<file path="src/rtl/lut_config_loader_if.sv">
// Config-load bus for lut_config_loader: start pulse, word stream with parity, committed LUT image and status.
// The master drives the word stream; the slave (loader) returns ready, the committed image and status flags.
interface lut_config_loader_if #(
   parameter int INPUTS   = 4,
   parameter int NUM_LUTS = 8,
   parameter int WORD_W   = 8
);
   localparam int CFG_BITS = NUM_LUTS * (2 ** INPUTS);

   logic                start;
   logic [WORD_W-1:0]   cfg_word;
   logic                cfg_parity;
   logic                cfg_valid;
   logic                cfg_ready;
   logic [CFG_BITS-1:0] cfg_bits;
   logic                busy;
   logic                done;
   logic                err;

   modport master (
      output start, cfg_word, cfg_parity, cfg_valid,
      input  cfg_ready, cfg_bits, busy, done, err
   );

   modport slave (
      input  start, cfg_word, cfg_parity, cfg_valid,
      output cfg_ready, cfg_bits, busy, done, err
   );
endinterface

</file>
<file path="src/rtl/lut_config_loader.sv">
// Streams WORD_W-bit words into a shadow image, then commits all LUT bits atomically one cycle after the last word.
// Optional macro CFG_PARITY_EN: even-parity check per word; a bad word aborts the load and sets sticky err.
module lut_config_loader #(
   parameter int INPUTS   = 4,
   parameter int NUM_LUTS = 8,
   parameter int WORD_W   = 8
) (
   input  logic               i_clk,
   input  logic               i_rst,
   lut_config_loader_if.slave s_cfg
);
   localparam int CFG_BITS = NUM_LUTS * (2 ** INPUTS);
   localparam int WORDS    = CFG_BITS / WORD_W;
   localparam int CNT_W    = $clog2(WORDS + 1);

   typedef enum logic [1:0] {IDLE, LOAD, COMMIT} state_t;

   state_t              r_state;
   logic [CNT_W-1:0]    r_cnt;
   logic [CFG_BITS-1:0] r_shadow;
   logic [CFG_BITS-1:0] r_cfg_bits;
   logic                r_cfg_ready;
   logic                r_busy;
   logic                r_done;
   logic                r_err;

   logic                w_accept;
   logic                w_last;
   logic                w_par_err;

   assign w_accept = s_cfg.cfg_valid && r_cfg_ready && (r_state == LOAD);
   assign w_last   = (r_cnt == CNT_W'(WORDS - 1));

`ifdef CFG_PARITY_EN
   assign w_par_err = ^{s_cfg.cfg_word, s_cfg.cfg_parity};
`else
   logic w_unused_parity;
   assign w_unused_parity = s_cfg.cfg_parity;
   assign w_par_err       = 1'b0;
`endif

   always_ff @(posedge i_clk) begin
      if (i_rst) begin
         r_state     <= IDLE;
         r_cnt       <= '0;
         r_shadow    <= '0;
         r_cfg_bits  <= '0;
         r_cfg_ready <= 1'b0;
         r_busy      <= 1'b0;
         r_done      <= 1'b0;
         r_err       <= 1'b0;
      end else begin
         r_done <= 1'b0;
         case (r_state)
            IDLE: begin
               if (s_cfg.start) begin
                  r_state     <= LOAD;
                  r_cnt       <= '0;
                  r_err       <= 1'b0;
                  r_cfg_ready <= 1'b1;
                  r_busy      <= 1'b1;
               end
            end
            LOAD: begin
               if (w_accept) begin
                  // A corrupt word abandons the whole image; the committed bits stay untouched.
                  if (w_par_err) begin
                     r_state     <= IDLE;
                     r_err       <= 1'b1;
                     r_cfg_ready <= 1'b0;
                     r_busy      <= 1'b0;
                  end else begin
                     r_shadow[int'(r_cnt) * WORD_W +: WORD_W] <= s_cfg.cfg_word;
                     r_cnt <= r_cnt + 1'b1;
                     if (w_last) begin
                        r_state     <= COMMIT;
                        r_cfg_ready <= 1'b0;
                     end
                  end
               end
            end
            COMMIT: begin
               r_cfg_bits <= r_shadow;
               r_done     <= 1'b1;
               r_busy     <= 1'b0;
               r_state    <= IDLE;
            end
            default: begin
               r_state     <= IDLE;
               r_cfg_ready <= 1'b0;
               r_busy      <= 1'b0;
            end
         endcase
      end
   end

   assign s_cfg.cfg_ready = r_cfg_ready;
   assign s_cfg.cfg_bits  = r_cfg_bits;
   assign s_cfg.busy      = r_busy;
   assign s_cfg.done      = r_done;
   assign s_cfg.err       = r_err;
endmodule

</file>
<file path="src/flat_wrapper.sv">
// flat-port wrapper written by rule: the top's interface ports become plain ports
module lut_config_loader_flat 
#(
   parameter int INPUTS   = 4,
   parameter int NUM_LUTS = 8,
   parameter int WORD_W   = 8
)
  (i_clk, i_rst, s_cfg_start, s_cfg_cfg_word, s_cfg_cfg_parity, s_cfg_cfg_valid, s_cfg_cfg_ready, s_cfg_cfg_bits, s_cfg_busy, s_cfg_done, s_cfg_err);
  lut_config_loader_if #(.INPUTS(INPUTS), .NUM_LUTS(NUM_LUTS), .WORD_W(WORD_W)) s_cfg_i ();
  input  logic i_clk;
  input  logic i_rst;
  input wire logic [$bits(s_cfg_i.start)-1:0] s_cfg_start;
  input wire logic [$bits(s_cfg_i.cfg_word)-1:0] s_cfg_cfg_word;
  input wire logic [$bits(s_cfg_i.cfg_parity)-1:0] s_cfg_cfg_parity;
  input wire logic [$bits(s_cfg_i.cfg_valid)-1:0] s_cfg_cfg_valid;
  output wire logic [$bits(s_cfg_i.cfg_ready)-1:0] s_cfg_cfg_ready;
  output wire logic [$bits(s_cfg_i.cfg_bits)-1:0] s_cfg_cfg_bits;
  output wire logic [$bits(s_cfg_i.busy)-1:0] s_cfg_busy;
  output wire logic [$bits(s_cfg_i.done)-1:0] s_cfg_done;
  output wire logic [$bits(s_cfg_i.err)-1:0] s_cfg_err;
  assign s_cfg_i.start = s_cfg_start;
  assign s_cfg_i.cfg_word = s_cfg_cfg_word;
  assign s_cfg_i.cfg_parity = s_cfg_cfg_parity;
  assign s_cfg_i.cfg_valid = s_cfg_cfg_valid;
  assign s_cfg_cfg_ready = s_cfg_i.cfg_ready;
  assign s_cfg_cfg_bits = s_cfg_i.cfg_bits;
  assign s_cfg_busy = s_cfg_i.busy;
  assign s_cfg_done = s_cfg_i.done;
  assign s_cfg_err = s_cfg_i.err;
  lut_config_loader #(.INPUTS(INPUTS), .NUM_LUTS(NUM_LUTS), .WORD_W(WORD_W)) u_core (.i_clk(i_clk), .i_rst(i_rst), .s_cfg(s_cfg_i));
endmodule
</file>
<file path="config.mk">
export PLATFORM = sky130hd
export DESIGN_NAME = lut_config_loader_flat
export DESIGN_NICKNAME = d
export VERILOG_FILES = /design/src/rtl/lut_config_loader_if.sv /design/src/rtl/lut_config_loader.sv /design/src/flat_wrapper.sv
export SDC_FILE = /design/constraint.sdc
export NUM_CORES = 1
export LEC_CHECK = 0
export ABC_CLOCK_PERIOD_IN_PS = 3140
export CORE_UTILIZATION = 40
export CTS_CLUSTER_DIAMETER = 200
export DETAILED_ROUTE_END_ITERATION = 7
export SYNTH_ARGS = -nofsm -noshare
export SYNTH_HDL_FRONTEND = slang
export SYNTH_SLANG_ARGS = --single-unit
</file>
<file path="constraint.sdc">
create_clock -name i_clk -period 3.14 [get_ports i_clk]
set_input_delay 0.628 -clock i_clk [delete_from_list [all_inputs] [get_ports i_clk]]
set_output_delay 0.628 -clock i_clk [all_outputs]
set_load 0.02 [all_outputs]
</file>
==> results.toml <==
[clock_tree]
root_buffer = "clkbuf_16"
clk_pin_slew_ps = 60
cts_buffers = 28
clockBufferDepth = 3
cts_hold_buf = 0
clock-sinks = 266
cts_tree = "done"
insertion_delay_ps = 530
htree_levels = 1
post_cts.repair.setup_buffers = 0
cts_resized = 0

[worst_setup_path]
crit_type = "register to register"
end_kind = "register"
rr_startpoint = "u_core.r_cnt[1]$_SDFFE_PP0P_"
rr_worst_depth = 8
critPathLaunch = "u_core.r_cnt[1]$_SDFFE_PP0P_"
start_kind = "register"
critPathRequiredTime_ps = 3510
crit_fanout = 10
endpoint = "u_core.r_shadow[102]$_SDFFE_PP0P_"
cp.arrival_ps = 3210
rrSetupSlack_ps = 300
r2r_end = "u_core.r_shadow[102]$_SDFFE_PP0P_"

[finish]
n_fill_cell = 2445
n_antenna_cell = 0
final_layout_size_suffix_gt1_frac = 0.0708
area_delta_synth_final_pct = 25.6
final_cells = 1615
finalNetCount = 1282

[placed_design]
io_buffer_count = 142
dp.cells = 1565
gp_congestion = 0.868
hpwl_um = 17400

[pwr]
leakagePower_nw = 4.76
internal-power_mw = 5.50
switching_share = 0.206
clkPwrFrac = 0.485
p_comb_frac = 0.026
power.share.sequential = 0.489
vdd.ir_drop.worst_uv = 293
pwr_density_cell_nw_per_um2 = 533
p_sw_mw = 1.43

[drt]
drc_errors = 0
num_vias = 8005
drt_iter0_markers = 535
routed_wire_length_per_instance_um = 16.2
postRouteWirelength_um = 26200
drt_pre_antenna_iters = 4
drtAntennaViolNets = 0
vias_per_cell = 4.96

[flow_run]
max_cap_violations = 0

[sta]
slew_headroom = 0.273
tns_ps = 0
fmax_ghz = 0.352
setup_viol = 0
rsz0062_at_grt = "false"
fin_crit_sh = 0.905
skew_ps = 9.84
fin_crit_ps = 2840
tightest_slew_ps = 1090
drv_slew = 0
final_hold_viol_count = 0

[global_route]
grt_pass1_vias = 7623
antenna_found_initial = 0
grt_use_total = 0.196
grt_max_degree = 112
grt_pass1_wl_um = 41300
grt.overflow.total = 0

[logic_synthesis]
synth_cell_types = 52
synth.area.top_cells = "dfxtp_1 51%, mux2i_1 11%, nand2_1 10%, nand2b_1 7.3%, a21oi_1 6.9%"
synth_ff_type = "dfxtp_1"
ys_ff_latch = 266
avgSynthCellArea_um2 = 8.98
synth_edf_count = 0
yosys.area.top_type = "dfxtp_1"
ys_top_cells_by_count = "289 x nand2_1, 266 x dfxtp_1, 143 x a21oi_1"
synth_fp_nets = 1169
yosysSeqAreaShare = 0.515
synth_cells = 1152
ys_warn_count = 0
netlist_area_um2 = 10300
async_reset_ff_frac = 0
yosys.cell_count.top_type = "nand2_1"
synth_top_area_share = 0.515

[die]
ioPinCount = 145
start_util = 0.410
die_area_um2 = 26500
rows = 58
dieHeight_um = 163
fp.dieW_um = 163
core_area_um2 = 25300

[hold_path]
worst_hold_path_type = "register to register"

[status]
status = "complete, no violations"
==> power by group through the flow <==
stage                     clock network (mW)  registers, mW  logic, mW
after global routing                    3.57           3.39      0.192
final                                   3.36           3.39      0.179
after floorplan                            0           3.46      0.106
after CTS                               3.44           3.39      0.179
after detailed placement                   0           3.46      0.178
after global placement                     0           3.46      0.178
==> per-layer routing <==
layer | up-vias | part of all wire | track usage
li1 | 4049 | - | -
met1 | 3746 | 0.48 | 0.277
met2 | 180 | 0.45 | 0.312
met3 | 30 | 0.049 | 0.0323
met4 | 0 | 0.016 | 0.0412
met5 | - | 0 | 0
==> final cells by class <==
| cell class | instances | area, um^2 | area share |
|---|---|---|---|
| Multi-Input combinational cell | 805 | 4720 | 0.363 |
| Inverter | 6 | 22.5 | 0.00173 |
| Clock buffer | 44 | 872 | 0.0671 |
| Sequential cell | 266 | 5330 | 0.410 |
| Timing Repair Buffer | 158 | 1560 | 0.120 |
| Clock inverter | 6 | 82.6 | 0.00636 |
| Tap cell | 330 | 413 | 0.0318 |
==> layout by cell type, fill, tap and decap left out, types with 6 or more instances in the layout <==
| master | instances |
|---|---|
| clkbuf_1 | 6 |
| nor2_1 | 15 |
| clkbuf_8 | 9 |
| nand2b_1 | 121 |
| clkbuf_16 | 29 |
| or3_1 | 9 |
| nor2b_1 | 8 |
| nand4_1 | 8 |
| nand2_1 | 288 |
| mux2i_1 | 115 |
| clkdlybuf4s50_1 | 141 |
| buf_4 | 15 |
| o21ai_2 | 6 |
| inv_1 | 6 |
| nor3_1 | 6 |
| nand3b_1 | 12 |
| dfxtp_1 | 266 |
| o21ai_0 | 8 |
| a21oi_1 | 143 |
==> worst min path at each step <==
| stage | startpoint | endpoint | slack, ps | cells past startpoint |
|---|---|---|---|---|
| floorplan | u_core.r_shadow[127]$_SDFFE_PP0P_ | u_core.s_cfg.cfg_bits[127]$_SDFFE_PP0P_ | 430 | 2 |
| global placement | u_core.r_shadow[127]$_SDFFE_PP0P_ | u_core.s_cfg.cfg_bits[127]$_SDFFE_PP0P_ | 440 | 2 |
| detailed placement | u_core.r_shadow[6]$_SDFFE_PP0P_ | u_core.s_cfg.cfg_bits[6]$_SDFFE_PP0P_ | 440 | 2 |
| CTS | u_core.r_shadow[56]$_SDFFE_PP0P_ | u_core.s_cfg.cfg_bits[56]$_SDFFE_PP0P_ | 450 | 2 |
| global route | u_core.s_cfg.cfg_bits[101]$_SDFFE_PP0P_ | u_core.s_cfg.cfg_bits[101]$_SDFFE_PP0P_ | 470 | 2 |
| finish | u_core.r_shadow[56]$_SDFFE_PP0P_ | u_core.s_cfg.cfg_bits[56]$_SDFFE_PP0P_ | 440 | 2 |
==> metrics by stage <==
step	utilization	hold slack, ps	worst slack, ps	instance area [um^2]	power, mW
after floorplan	-	427	248	10300	3.57
after global placement	0.477	439	388	12000	3.64
after detailed placement	0.477	444	325	12000	3.64
after CTS	0.514	449	299	13000	7.00
after global routing	0.514	470	138	13000	7.15
final	0.514	443	300	13000	6.93
==> registers in the layout, indices dropped and copies added (netlist names) <==
name / flops
u_core.r_shadow: 128
u_core.s_cfg.busy: 1
u_core.r_state: 2
u_core.s_cfg.cfg_ready: 1
u_core.r_cnt: 5
u_core.s_cfg.cfg_bits: 128
u_core.s_cfg.done: 1
==> critical path, stage by stage, from the launching register on <==
cell and delay, ps:
dfxtp_1 560, inv_1 90, ha_1 200, nor3b_1 160, ha_1 340, nand2b_1 110
a2111o_1 500, o21bai_1 490, mux2i_1 220
==> cells by family after synthesis <==
logic type,share of synthesized area
other,0.000362
flip-flops,0.515
buffers and inverters,0.0306
AND/OR/NAND/NOR,0.236
adder cells (fa/ha/maj),0.00484
XOR/XNOR,0.00254
multiplexers,0.117
AO/OA/AOI/OAI,0.0941
(Power assumes the default switching activity.)
==> RTL edit, RTL diff (same flow settings) <==
Re-encode `state_t` (3 states) as one-hot, 3 bits wide.
--- a/src/rtl/lut_config_loader.sv
+++ b/src/rtl/lut_config_loader.sv
@@ -15,3 +15,3 @@
 
-   typedef enum logic [1:0] {IDLE, LOAD, COMMIT} state_t;
+   typedef enum logic [2:0] {IDLE = 3'b001, LOAD = 3'b010, COMMIT = 3'b100} state_t;
 
Function: no difference found for any inputs over 4 cycles, from zero or initial values and one cycle with i_rst high; so few cycles prove little.
==> RTL edit against the original RTL <==
- critical path type unchanged
- wire length up 8.1%
- worst setup slack improved by 190 ps
- sequential cell count increased by 1
- largest cell class unchanged
- first-iteration DRC count grew 33%
- critical path depth did not move
- count of clock-buffer cells in the layout fell by 7
- combinational power decreased by 9%
- cell area shrank 0.66%
- power is 5.1% lower
- synthesized area rose by 0.69%
- synthesized cell count is 6.5% higher
==> RTL edit: results (changes against the original RTL) <==
status:
  run_status: "complete, no violations"  # unchanged
route:
  drt-initial-drc-count: 714  # was 535
  drt_first_pass_iters: 5  # was 4
  wl_per_cell_um: 16.9  # was 16.2 um
  avgViaCountPerCell: 5.27  # was 4.96
clocking:
  cts_buffers: 27  # was 28
  clkLatencyLatePin_ps: 530  # about the same
synthesis:
  synth_cell_types: 61  # was 52
  synth_flop_cell: "dfxtp_1"  # unchanged
  synthTopCellsByArea: "dfxtp_1 (51%), nand2_1 (13%), a21oi_1 (9.0%)"  # was dfxtp_1 (51%), mux2i_1 (11%), nand2_1 (10%)
  yosysSeqAreaShare_pct: 51.3  # was 51.5%
  postSynthCellCount: 1227  # was 1,152
  synth.top_cells.by_count: "nand2_1 (369), dfxtp_1 (267), a21oi_1 (188), clkbuf_1 (78), mux2i_1 (66)"  # was nand2_1 (289), dfxtp_1 (266), a21oi_1 (143), nand2b_1 (121), mux2i_1 (115)
cells_and_area:
  layout-drive-gt1-share_pct: 8.18  # was 7.08%
  area_delta_synth_final_pct: 23.9  # was 25.6%
  fin_cells: 1675  # was 1,615
  nets: 1349  # was 1,282
place:
  pre_cts_ws_ps: 419  # was 325 ps
  placed_cell_area_um2: 12100  # was 12,000 um2
  place_congestion: 0.861  # was 0.868
  dp_hpwl_um: 18700  # was 17,400 um
timing:
  fmax_ghz: 0.377  # was 0.352 GHz
  hold_ws_ps: 452  # was 443 ps
  finClkSkew_ps: 18.2  # was 9.84 ps
  worst_pin_slew_ps: 925  # was 1090 ps
power:
  peakVddDrop_uv: 370  # was 293 uV
  p_int_mw: 5.17  # was 5.50 mW
  p_leak_nw: 4.36  # was 4.76 nW
worst_hold_path:
  hp-class: "flip-flop to flip-flop"  # unchanged
setup_path:
  cp_max_fo: 9  # was 10
  cpPeakStageDelay_ps: 440  # was 560 ps
  worstPathArrival_ps: 3100  # was 3210 ps
  cpLargestDelayFamily: "simple AND/OR/NAND/NOR gates"  # was compound AO/OA/AOI/OAI gates
  cp_slowest_cell: "nor3b_2"  # was dfxtp_1
  regToRegSetupSlack_ps: 490  # was 300 ps
grt:
  grt_pass1_vias: 8094  # was 7,623
  grtUsageTotal_pct: 21.0  # was 19.6%
  grt_max_degree: 91  # was 112
  antenna_found_initial: 0  # unchanged
  grt_pass1_wl_um: 44400  # was 41,300 um
==> RTL edit: cell count changes after synthesis, moves of 27 or more <==
cell	delta
a21oi_1	+45
mux2i_1	-49
nand3_1	+27
nand2_1	+80
o21ai_0	+35
nand2b_1	-118
==> RTL edit: metal layers <==
layer  vias to the layer above  routed length, um  global-route usage (%)
met5                         -                  0                       0
met4                         0                599                    6.20
met3                        40               1470                    2.74
met2                       232              13000                    33.7
met1                      4180              13300                    29.2
li1                       4376                  -                       -
==> RTL edit: area by class of cell <==
class | instances | area, um2
fillers | 2464 | 12400
flip-flops and latches | 267 | 5350
multi-input cells | 851 | 4600
repair buffers | 177 | 1710
clock buffers | 37 | 753
well taps | 330 | 413
clock inverters | 5 | 53.8
inverters | 8 | 30.0
==> RTL edit: cells by family after synthesis <==
logic type,Yosys count,synth area share (%)
buf+inv,109,4.65
fa+ha+maj,4,0.480
simple gates,512,23.1
compound gates,264,13.7
xor+xnor,4,0.408
flops,267,51.3
mux,66,6.34
other cells,1,0.0360
==> RTL edit: final timing paths <==
| path | startpoint | endpoint | depth (start not counted) |
|---|---|---|---|
| worst max-delay path | u_core.r_cnt[0] | u_core.r_shadow[88] | 8 |
| worst max register to register | u_core.r_cnt[0] | u_core.r_shadow[88] | 8 |
| worst min-delay path | u_core.r_shadow[20] | u_core.s_cfg.cfg_bits[20] | 2 |
| worst min register to register | u_core.r_shadow[20] | u_core.s_cfg.cfg_bits[20] | 2 |
==> RTL edit: power by group through the flow <==
stage               clock network [mW]  registers [mW]  logic, mW
detailed placement                   0            3.47      0.160
CTS                               3.08            3.40      0.161
floorplan                            0            3.47     0.0885
global route                      3.21            3.40      0.170
global placement                     0            3.47      0.160
finish                            3.01            3.40      0.162
